[src/rtl/rv32_ctrl_pkg.sv]
// Shared types and encodings for the multicycle RV32I control FSM and its ALU decoder.
package rv32_ctrl_pkg;

  typedef enum logic [3:0] {
    FETCH, DECODE, MEMADR, MEMREAD, MEMWB, MEMWRITE, EXECR, EXECI,
    ALUWB, BRANCH, JAL, JALR, LUI, AUIPC, TRAP
  } state_e;

  localparam logic [6:0] OP_LOAD   = 7'b0000011;
  localparam logic [6:0] OP_STORE  = 7'b0100011;
  localparam logic [6:0] OP_R      = 7'b0110011;
  localparam logic [6:0] OP_I      = 7'b0010011;
  localparam logic [6:0] OP_BRANCH = 7'b1100011;
  localparam logic [6:0] OP_JAL    = 7'b1101111;
  localparam logic [6:0] OP_JALR   = 7'b1100111;
  localparam logic [6:0] OP_LUI    = 7'b0110111;
  localparam logic [6:0] OP_AUIPC  = 7'b0010111;

  typedef enum logic [3:0] {
    ALU_ADD, ALU_SUB, ALU_AND, ALU_OR, ALU_XOR, ALU_SLL,
    ALU_SRL, ALU_SRA, ALU_SLT, ALU_SLTU, ALU_PASSB
  } alu_ctrl_e;

  // Coarse ALU request from the FSM; FUNCT defers to funct3/funct7b5.
  typedef enum logic [1:0] {
    ALUOP_ADD, ALUOP_SUB, ALUOP_FUNCT, ALUOP_PASSB
  } alu_op_e;

  localparam logic [2:0] IMM_I = 3'b000;
  localparam logic [2:0] IMM_S = 3'b001;
  localparam logic [2:0] IMM_B = 3'b010;
  localparam logic [2:0] IMM_J = 3'b011;
  localparam logic [2:0] IMM_U = 3'b100;

  function automatic logic branch_taken(input logic [2:0] funct3, input logic zero,
                                        input logic lt, input logic ltu);
    case (funct3)
      3'b000:  return zero;
      3'b001:  return !zero;
      3'b100:  return lt;
      3'b101:  return !lt;
      3'b110:  return ltu;
      3'b111:  return !ltu;
      default: return 1'b0;
    endcase
  endfunction

endpackage

[src/rtl/alu_decoder.sv]
// Combinational ALU operation decoder: FSM ALU request plus instruction fields to ALUControl.
module alu_decoder
  import rv32_ctrl_pkg::*;
(
  input  alu_op_e    alu_op_i,
  input  logic [2:0] funct3_i,
  input  logic       funct7b5_i,
  input  logic       op5_i,
  output alu_ctrl_e  alu_ctrl_o
);

  always_comb begin
    alu_ctrl_o = ALU_ADD;
    unique case (alu_op_i)
      ALUOP_ADD:   alu_ctrl_o = ALU_ADD;
      ALUOP_SUB:   alu_ctrl_o = ALU_SUB;
      ALUOP_PASSB: alu_ctrl_o = ALU_PASSB;
      ALUOP_FUNCT: begin
        case (funct3_i)
          // op5 separates R-type sub from addi, whose imm may have bit 30 set
          3'b000: alu_ctrl_o = (op5_i && funct7b5_i) ? ALU_SUB : ALU_ADD;
          3'b001: alu_ctrl_o = ALU_SLL;
          3'b010: alu_ctrl_o = ALU_SLT;
          3'b011: alu_ctrl_o = ALU_SLTU;
          3'b100: alu_ctrl_o = ALU_XOR;
          3'b101: alu_ctrl_o = funct7b5_i ? ALU_SRA : ALU_SRL;
          3'b110: alu_ctrl_o = ALU_OR;
          3'b111: alu_ctrl_o = ALU_AND;
        endcase
      end
    endcase
  end

endmodule

[src/rtl/multicycle_controller.sv]
// Main control FSM of the multicycle RV32I core with MemReady wait, memory timeout trap and branch resolution.
// Define ILLEGAL_INSN_TRAP_EN to trap on unknown opcodes and drive the sticky Illegal flag.
module multicycle_controller
  import rv32_ctrl_pkg::*;
#(
  parameter int unsigned MEM_TIMEOUT = 15,
  parameter int unsigned ALUCTRL_W   = 4
) (
  input  logic                 clk,
  input  logic                 reset,
  input  logic [6:0]           op,
  input  logic [2:0]           funct3,
  input  logic                 funct7b5,
  input  logic                 Zero,
  input  logic                 Lt,
  input  logic                 Ltu,
  input  logic                 MemReady,
  output logic                 PCWrite,
  output logic                 AdrSrc,
  output logic                 MemWrite,
  output logic                 IRWrite,
  output logic [1:0]           ResultSrc,
  output logic [1:0]           ALUSrcA,
  output logic [1:0]           ALUSrcB,
  output logic [2:0]           ImmSrc,
  output logic [ALUCTRL_W-1:0] ALUControl,
  output logic                 RegWrite,
  output logic                 BusErr,
  output logic                 Illegal
);

  localparam int CNT_W = 8;
  localparam logic [CNT_W-1:0] WAIT_LIMIT = CNT_W'(MEM_TIMEOUT - 1);

  state_e           state_q, state_d;
  logic [CNT_W-1:0] wait_q, wait_d;
  logic             buserr_q, buserr_d;
  logic             mem_wait;
  logic             pc_write, ir_write, mem_write, reg_write;
  alu_op_e          alu_op;
  alu_ctrl_e        alu_ctrl;

  always_ff @(posedge clk or posedge reset) begin
    if (reset) begin
      state_q  <= FETCH;
      wait_q   <= '0;
      buserr_q <= 1'b0;
    end else begin
      state_q  <= state_d;
      wait_q   <= wait_d;
      buserr_q <= buserr_d;
    end
  end

`ifdef ILLEGAL_INSN_TRAP_EN
  logic illegal_q, illegal_d;

  always_ff @(posedge clk or posedge reset) begin
    if (reset) illegal_q <= 1'b0;
    else       illegal_q <= illegal_d;
  end
`endif

  always_comb begin
    state_d   = state_q;
    wait_d    = wait_q;
    buserr_d  = buserr_q;
`ifdef ILLEGAL_INSN_TRAP_EN
    illegal_d = illegal_q;
`endif
    mem_wait  = 1'b0;
    pc_write  = 1'b0;
    ir_write  = 1'b0;
    mem_write = 1'b0;
    reg_write = 1'b0;
    AdrSrc    = 1'b0;
    ResultSrc = 2'b00;
    ALUSrcA   = 2'b00;
    ALUSrcB   = 2'b00;
    ImmSrc    = IMM_I;
    alu_op    = ALUOP_ADD;

    case (state_q)
      FETCH: begin
        ALUSrcB   = 2'b10;
        ResultSrc = 2'b10;
        ir_write  = MemReady;
        pc_write  = MemReady;
        mem_wait  = 1'b1;
        if (MemReady) state_d = DECODE;
      end
      DECODE: begin
        ALUSrcA = 2'b01;
        ALUSrcB = 2'b01;
        case (op)
          OP_LOAD, OP_STORE: state_d = MEMADR;
          OP_R:              state_d = EXECR;
          OP_I:              state_d = EXECI;
          OP_BRANCH: begin
            state_d = BRANCH;
            ImmSrc  = IMM_B;
          end
          OP_JAL: begin
            state_d = JAL;
            ImmSrc  = IMM_J;
          end
          OP_JALR:           state_d = JALR;
          OP_LUI:            state_d = LUI;
          OP_AUIPC:          state_d = AUIPC;
          default: begin
`ifdef ILLEGAL_INSN_TRAP_EN
            state_d   = TRAP;
            illegal_d = 1'b1;
`else
            state_d   = FETCH;
`endif
          end
        endcase
      end
      MEMADR: begin
        ALUSrcA = 2'b10;
        ALUSrcB = 2'b01;
        ImmSrc  = op[5] ? IMM_S : IMM_I;
        state_d = op[5] ? MEMWRITE : MEMREAD;
      end
      MEMREAD: begin
        AdrSrc   = 1'b1;
        mem_wait = 1'b1;
        if (MemReady) state_d = MEMWB;
      end
      MEMWB: begin
        ResultSrc = 2'b01;
        reg_write = 1'b1;
        state_d   = FETCH;
      end
      MEMWRITE: begin
        AdrSrc    = 1'b1;
        mem_write = 1'b1;
        mem_wait  = 1'b1;
        if (MemReady) state_d = FETCH;
      end
      EXECR: begin
        ALUSrcA = 2'b10;
        alu_op  = ALUOP_FUNCT;
        state_d = ALUWB;
      end
      EXECI: begin
        ALUSrcA = 2'b10;
        ALUSrcB = 2'b01;
        alu_op  = ALUOP_FUNCT;
        state_d = ALUWB;
      end
      ALUWB: begin
        reg_write = 1'b1;
        state_d   = FETCH;
      end
      BRANCH: begin
        ALUSrcA  = 2'b10;
        ImmSrc   = IMM_B;
        alu_op   = ALUOP_SUB;
        pc_write = branch_taken(funct3, Zero, Lt, Ltu);
        state_d  = FETCH;
      end
      JAL: begin
        // PC takes the target from ALUOut while the ALU forms the link OldPC+4
        ALUSrcA  = 2'b01;
        ALUSrcB  = 2'b10;
        ImmSrc   = IMM_J;
        pc_write = 1'b1;
        state_d  = ALUWB;
      end
      JALR: begin
        ALUSrcA   = 2'b10;
        ALUSrcB   = 2'b01;
        ResultSrc = 2'b10;
        pc_write  = 1'b1;
        state_d   = ALUWB;
      end
      LUI: begin
        ALUSrcB = 2'b01;
        ImmSrc  = IMM_U;
        alu_op  = ALUOP_PASSB;
        state_d = ALUWB;
      end
      AUIPC: begin
        ALUSrcA = 2'b01;
        ALUSrcB = 2'b01;
        ImmSrc  = IMM_U;
        state_d = ALUWB;
      end
      default: state_d = TRAP;
    endcase

    // A ready on the limit cycle completes the access instead of trapping
    if (mem_wait && !MemReady) begin
      if (wait_q == WAIT_LIMIT) begin
        state_d  = TRAP;
        buserr_d = 1'b1;
      end else begin
        wait_d = wait_q + CNT_W'(1);
      end
    end else if (state_d != state_q) begin
      wait_d = '0;
    end
  end

  alu_decoder u_alu_decoder (
    .alu_op_i   (alu_op),
    .funct3_i   (funct3),
    .funct7b5_i (funct7b5),
    .op5_i      (op[5]),
    .alu_ctrl_o (alu_ctrl)
  );

  assign ALUControl = ALUCTRL_W'(alu_ctrl);
  assign PCWrite    = pc_write  & ~reset;
  assign IRWrite    = ir_write  & ~reset;
  assign MemWrite   = mem_write & ~reset;
  assign RegWrite   = reg_write & ~reset;
  assign BusErr     = buserr_q;

`ifdef ILLEGAL_INSN_TRAP_EN
  assign Illegal = illegal_q;
`else
  assign Illegal = 1'b0;
`endif

endmodule

[config.mk]
export PLATFORM = sky130hd
export DESIGN_NAME = multicycle_controller
export DESIGN_NICKNAME = d
export VERILOG_FILES = /design/src/rtl/rv32_ctrl_pkg.sv /design/src/rtl/alu_decoder.sv /design/src/rtl/multicycle_controller.sv
export SDC_FILE = /design/constraint.sdc
export NUM_CORES = 1
export LEC_CHECK = 0
export BUFFER_PORTS_ARGS = -buffer_cell sky130_fd_sc_hd__buf_2
export CAP_MARGIN = 20
export CELL_PAD_IN_SITES_DETAIL_PLACEMENT = 0
export CELL_PAD_IN_SITES_GLOBAL_PLACEMENT = 1
export CORE_MARGIN = 10
export CORE_UTILIZATION = 37
export DETAILED_ROUTE_END_ITERATION = 12
export GPL_ROUTABILITY_DRIVEN = 0
export PLACE_DENSITY_LB_ADDON = 0.1
export SLEW_MARGIN = 10
export SYNTH_ARGS = -nofsm -noshare
export SYNTH_HDL_FRONTEND = slang
export SYNTH_SLANG_ARGS = --single-unit
[constraint.sdc]
create_clock -name clk -period 2.2 [get_ports clk]
set_input_delay 0.22 -clock clk [delete_from_list [all_inputs] [get_ports clk]]
set_output_delay 0.22 -clock clk [all_outputs]
set_load 0.1 [all_outputs]
# After elaboration in Yosys (flattened, before gate mapping)
# Index checks and enable logic that the tools add are counted.
[op_classes]
n_addsub = 1
eq_ne = 35
mux = 29
bitwise = 5
n_reduce_logical = 26
[ops]
columns = ["op", "count"]
rows = [
  ["one-hot mux 4 bit (8 select lines)", 2],
  ["one-hot mux 4 bit (7 select lines)", 1],
  ["== test 4 bit (second input constant)", 6],
  ["two-way mux 8 bit", 3],
  ["== test 7 x 6 -> 1 bit (second input constant)", 3],
  ["== test 7 bit (second input constant)", 3],
  ["two-way mux 4 bit", 5],
  ["== test 4 x 3 -> 1 bit (second input constant)", 4],
  ["one-hot mux 2 bit (2 select lines)", 4],
  ["one-hot mux 4 bit (4 select lines)", 1],
  ["OR reduction 2 bit", 8],
  ["one-hot mux 3 bit (5 select lines)", 1],
  ["== test 7 x 5 -> 1 bit (second input constant)", 2],
  ["== test 3 bit (second input constant)", 4],
  ["OR reduction 6 bit", 2],
  ["OR reduction 3 bit", 3],
  ["adder 8 x 1 -> 8 bit (second input constant)", 1],
  ["== test 4 x 2 -> 1 bit (second input constant)", 2],
  ["== test 8 x 4 -> 1 bit (second input constant)", 1],
  ["two-way mux 1 bit", 8],
  ["== test 7 x 2 -> 1 bit (second input constant)", 1],
  ["== test 3 x 2 -> 1 bit (second input constant)", 2],
  ["one-hot mux 1 bit (6 select lines)", 1],
  ["one-hot mux 2 bit (3 select lines)", 1],
  ["other kinds (18)", 27],
]
[word_totals]
regBits = 13
in_bits = 17
out_inout_bits = 20
elab_cells = 99

# Logic depth before layout (Yosys ltp)
[depth]
word_depth = 7
depth_mapped = 7
depth_no_buf = 7

# By module
# From an unflattened synthesis, not the netlist that was laid out.
[unflattened]
cells_unflattened = 176
hier_area_um2 = 1328.8
[by_module_without_submodules]
columns = ["module", "n_inst", "cells_per_inst", "area_per_inst_um2", "seq_area_each_um2"]
rows = [
  ["multicycle_controller", 1, 161, 1227.4, 325.3],
  ["alu_decoder", 1, 15, 101.3, 0.0],
]

# Worst setup path before layout
# Ideal clock, no wire load.
[synth_path]
path_type = "register to output"
startpoint = "reg state_q[2]"
endpoint = "out ALUControl[2]"
arrival_ns = 3.791
required_ns = 1.980
path_slack_ns = -1.811
path_stages_with_launch = 5
path_buffers = 2
path_cell_list = "dfrtp_1 buf_6 clkbuf_1 inv_1 nor4_1"
[synth_via]
elab_chain_len = 5
elab_cells_between_ends = 11
cone_classes = "eq/ne (7); mux (2); reduce/logical (2)"
[synth_lines]
columns = ["item", "line", "rtl"]
rows = [
  ["start: declaration", "multicycle_controller.sv:35", "state_e state_q, state_d;"],
  ["start signal: assignment", "multicycle_controller.sv:49", "state_q <= state_d;"],
  ["== test 4 x 3 -> 1 bit", "multicycle_controller.sv:83", "case (state_q)"],
  ["OR reduction 2 bit (no source line)", "n/a", ""],
  ["one-hot mux 2 bit (3 select lines) *", "multicycle_controller.sv:83", ""],
  ["== test 2 bit, or another cell as far along", "alu_decoder.sv:14", "unique case (alu_op_i)"],
  ["one-hot mux 4 bit (4 select lines) *", "alu_decoder.sv:14", ""],
  ["end: declaration", "multicycle_controller.sv:26", "output logic [ALUCTRL_W-1:0] ALUControl,"],
]
# Mark *: on every way between the ends. The rest lies on a longest branch, timed or not.

# Worst setup path after layout
[layout_path]
startpoint = "reg state_q[3]"
endpoint = "out ALUSrcB[0]"
[layout_via]
elab_chain_len = 3
elab_cells_between_ends = 11
cone_classes = "eq/ne (7); mux (1); reduce/logical (3)"
[layout_lines]
columns = ["item", "line", "rtl"]
rows = [
  ["== test 4 x 1 -> 1 bit, or another cell as far along", "multicycle_controller.sv:83", ""],
  ["OR reduction 6 bit (no source line) / OR reduction 2 bit (equally long branches)", "n/a", ""],
  ["one-hot mux 2 bit (2 select lines) *", "multicycle_controller.sv:83", ""],
  ["end: declaration", "multicycle_controller.sv:24", "output logic [1:0] ALUSrcB,"],
]
# Marked as above.

==> impl_metrics.env <==
export IMPL_status="finished, final reports clean"
export IMPL_cts_buffers=3
export IMPL_reg2reg_depth=5
export IMPL_yosys_area_top_type="dfrtp_1"
export IMPL_ctsHoldBuffers=0
export IMPL_synthCells=180
export IMPL_ys_warn_count=0
export IMPL_hold_viol=0
export IMPL_io_buffer_count=35
export IMPL_dp_cells=256
export IMPL_synth_edff_count=0
export IMPL_synth_net_count=199
export IMPL_cts_tree="yes"
export IMPL_placed_cell_area_sq_um=1820
export IMPL_cp_end_kind="output port"
export IMPL_drv_slew=0
export IMPL_htree_levels=1
export IMPL_overflow=0
export IMPL_min_delay_path_class="in2async"
export IMPL_fin_nets=234
export IMPL_tns_ps=0
export IMPL_core_sq_um=3440
export IMPL_cellLeakagePower_nw=0.791
export IMPL_synth_top_area_share_pct=23.9
export IMPL_die_w_um=80.7
export IMPL_grt_use_total_pct=12.8
export IMPL_clockBufferDepth=2
export IMPL_worst_endpoint_arrival_ps=1860
export IMPL_areaGrowthSynthToFinish_pct=37.7
export IMPL_fin_cells=260
export IMPL_dp_hpwl_um=3330
export IMPL_fill_cells=334
export IMPL_crit_required_ps=1980
export IMPL_cts_sinks=13
export IMPL_initial_core_util_pct=39.5
export IMPL_tightestPinTransition_ps=569
export IMPL_ant_nets=0
export IMPL_first_global_vias=1422
export IMPL_clock_latency_ps=240
export IMPL_power_density_nw_per_um2=1070
export IMPL_grt_first_pass_wirelength_um=6930
export IMPL_crit_type="reg2out"
export IMPL_io_pin_count=37
export IMPL_finalSetupViolCount=0
export IMPL_fin_ws_ps=124
export IMPL_seq_area_frac_synth_pct=23.9
export IMPL_peakVddDrop_mv=0.576
export IMPL_whs_ps=74.3
export IMPL_max_freq_mhz=482
export IMPL_synth_distinct_cells=55
export IMPL_wl_per_cell_um=15.7
export IMPL_power_mw=2.00
export IMPL_max_slew_margin_pct=62.1
export IMPL_finalCritPeriodShare_pct=94.4
export IMPL_drv_cap=0
export IMPL_grt_max_degree=18
export IMPL_min_period_ps=2080
export IMPL_antenna_found_initial=0
export IMPL_startpoint_type="flop"
export IMPL_synth_area_sq_um=1360
export IMPL_cts_root_buf="clkbuf_8"
export IMPL_place_ws_ps=242
export IMPL_syn_area_per_cell_sq_um=7.56
export IMPL_rsz0062_at_grt="false"
export IMPL_routed_via_count=1483
export IMPL_drc=0
export IMPL_antenna_cells=0
export IMPL_drive_gt1_share_pct=32.2
export IMPL_ys_ff_latch=13
export IMPL_fin_skew_ps=5.07
export IMPL_synthArstFlopShare_pct=100
export IMPL_wl_um=4070
export IMPL_cp_max_fo=15
export IMPL_vias_per_cell=5.70
export IMPL_fp_row_count=21
export IMPL_post_route_util_pct=54.5
export IMPL_clkTransAtPathRegs_ps=60
export IMPL_drt_iter0_markers=69
export IMPL_first_pass_iters=4
export IMPL_die_h_um=80.7
export IMPL_yosys_top_cells_area="dfrtp_1 (24%), nor2_1 (5.8%), o21ai_0 (5.1%), nand3_1 (4.0%), a21oi_1 (3.3%)"
export IMPL_die_area_sq_um=6510
export IMPL_ys_flop_type="dfrtp_1"
export IMPL_fin_area_sq_um=1870
[cells by family (layout without fill, tap and decap cells)]
kind of cell | after synthesis | after routing | synth area share [%]
AO/OA/AOI/OAI | 51 | 51 | 24.9
XOR/XNOR | 5 | 5 | 3.22
adder cells (fa/ha/maj) | 2 | 2 | 1.84
buffers and inverters | 19 | 53 | 7.08
flip-flops | 13 | 13 | 23.9
multiplexers | 3 | 3 | 2.57
other | 1 | 1 | 0.275
AND/OR/NAND/NOR | 86 | 86 | 36.2
[power by group]
group	total [mW]	switching (mW)	internal, mW
Clock	0.213	0.0852	0.128
Combinational	1.43	0.954	0.476
Sequential	0.355	0.0803	0.275
Total	2.00	1.12	0.879
[cell usage in the layout, fill, tap and decap left out, types with 3 or more instances in the layout]
cell type,instances
a21oi_1,7
a31oi_1,7
a41oi_1,3
and2_1,3
and3_1,4
and3b_1,3
buf_12,11
buf_2,23
buf_4,6
clkbuf_8,3
dfrtp_1,11
inv_1,8
nand2_1,11
nand2b_1,5
nand3_1,11
nor2_1,20
nor2b_1,4
o21ai_0,11
o21ai_2,3
xnor2_1,4
[state kept, by name (all words and copies together) (netlist names)]
name,flops
wait_q,8
state_q,4
BusErr,1
[final cells by class]
cell class	count	area (sq um)	share of cell area, %
clock buffer	4	45.0	2.40
inverter	8	30.0	1.60
multi-input combinational	148	1030	54.7
sequential	13	328	17.5
tap	46	57.6	3.07
timing repair buffer	41	388	20.7
[cells in the mapped netlist (all sizes together), types with 4 or more instances]
| cell | count |
|---|---|
| inv | 8 |
| nor3 | 5 |
| nand3 | 12 |
| xnor2 | 4 |
| or2 | 4 |
| clkbuf | 4 |
| and3 | 4 |
| buf | 7 |
| nor2 | 21 |
| o21ai | 16 |
| nand2b | 5 |
| nand2 | 11 |
| a21oi | 9 |
| a31oi | 8 |
| nor2b | 5 |
| dfrtp | 13 |
[final timing paths]
kind / startpoint / to / slack, ps
worst max-delay path: state_q[3] / ALUSrcB[0] / 120
worst min-delay path: reset / state_q[1] / 70
worst max register to register: state_q[1] / wait_q[1] / 220
worst min register to register: BusErr / BusErr / 480
max in group asynchronous: reset / state_q[2] / 1740
min in group clk: op[0] / state_q[3] / 400
[what timing repair did]
| action | CTS | global route |
|---|---|---|
| setup endpoints to repair | 0 | 2 |
| buffers inserted | 0 | 0 |
| gates resized for setup | 0 | 3 |
[per-layer routing]
metal	global-route usage, %	part of all wire, %	vias to the layer above
li1	-	-	731
met5	0	0	-
met3	3.56	6.6	2
met2	21.5	47	41
met1	16.4	46	709
met4	1.56	0.20	0
[critical path, cell delays in order (launching register included)]
cell and delay, ps:
dfrtp_2 510, nand2b_1 260, and2_1 260, nand2_1 80, o21ai_0 100, a21oi_2 200, buf_12 190
(Power assumes the default switching activity.)
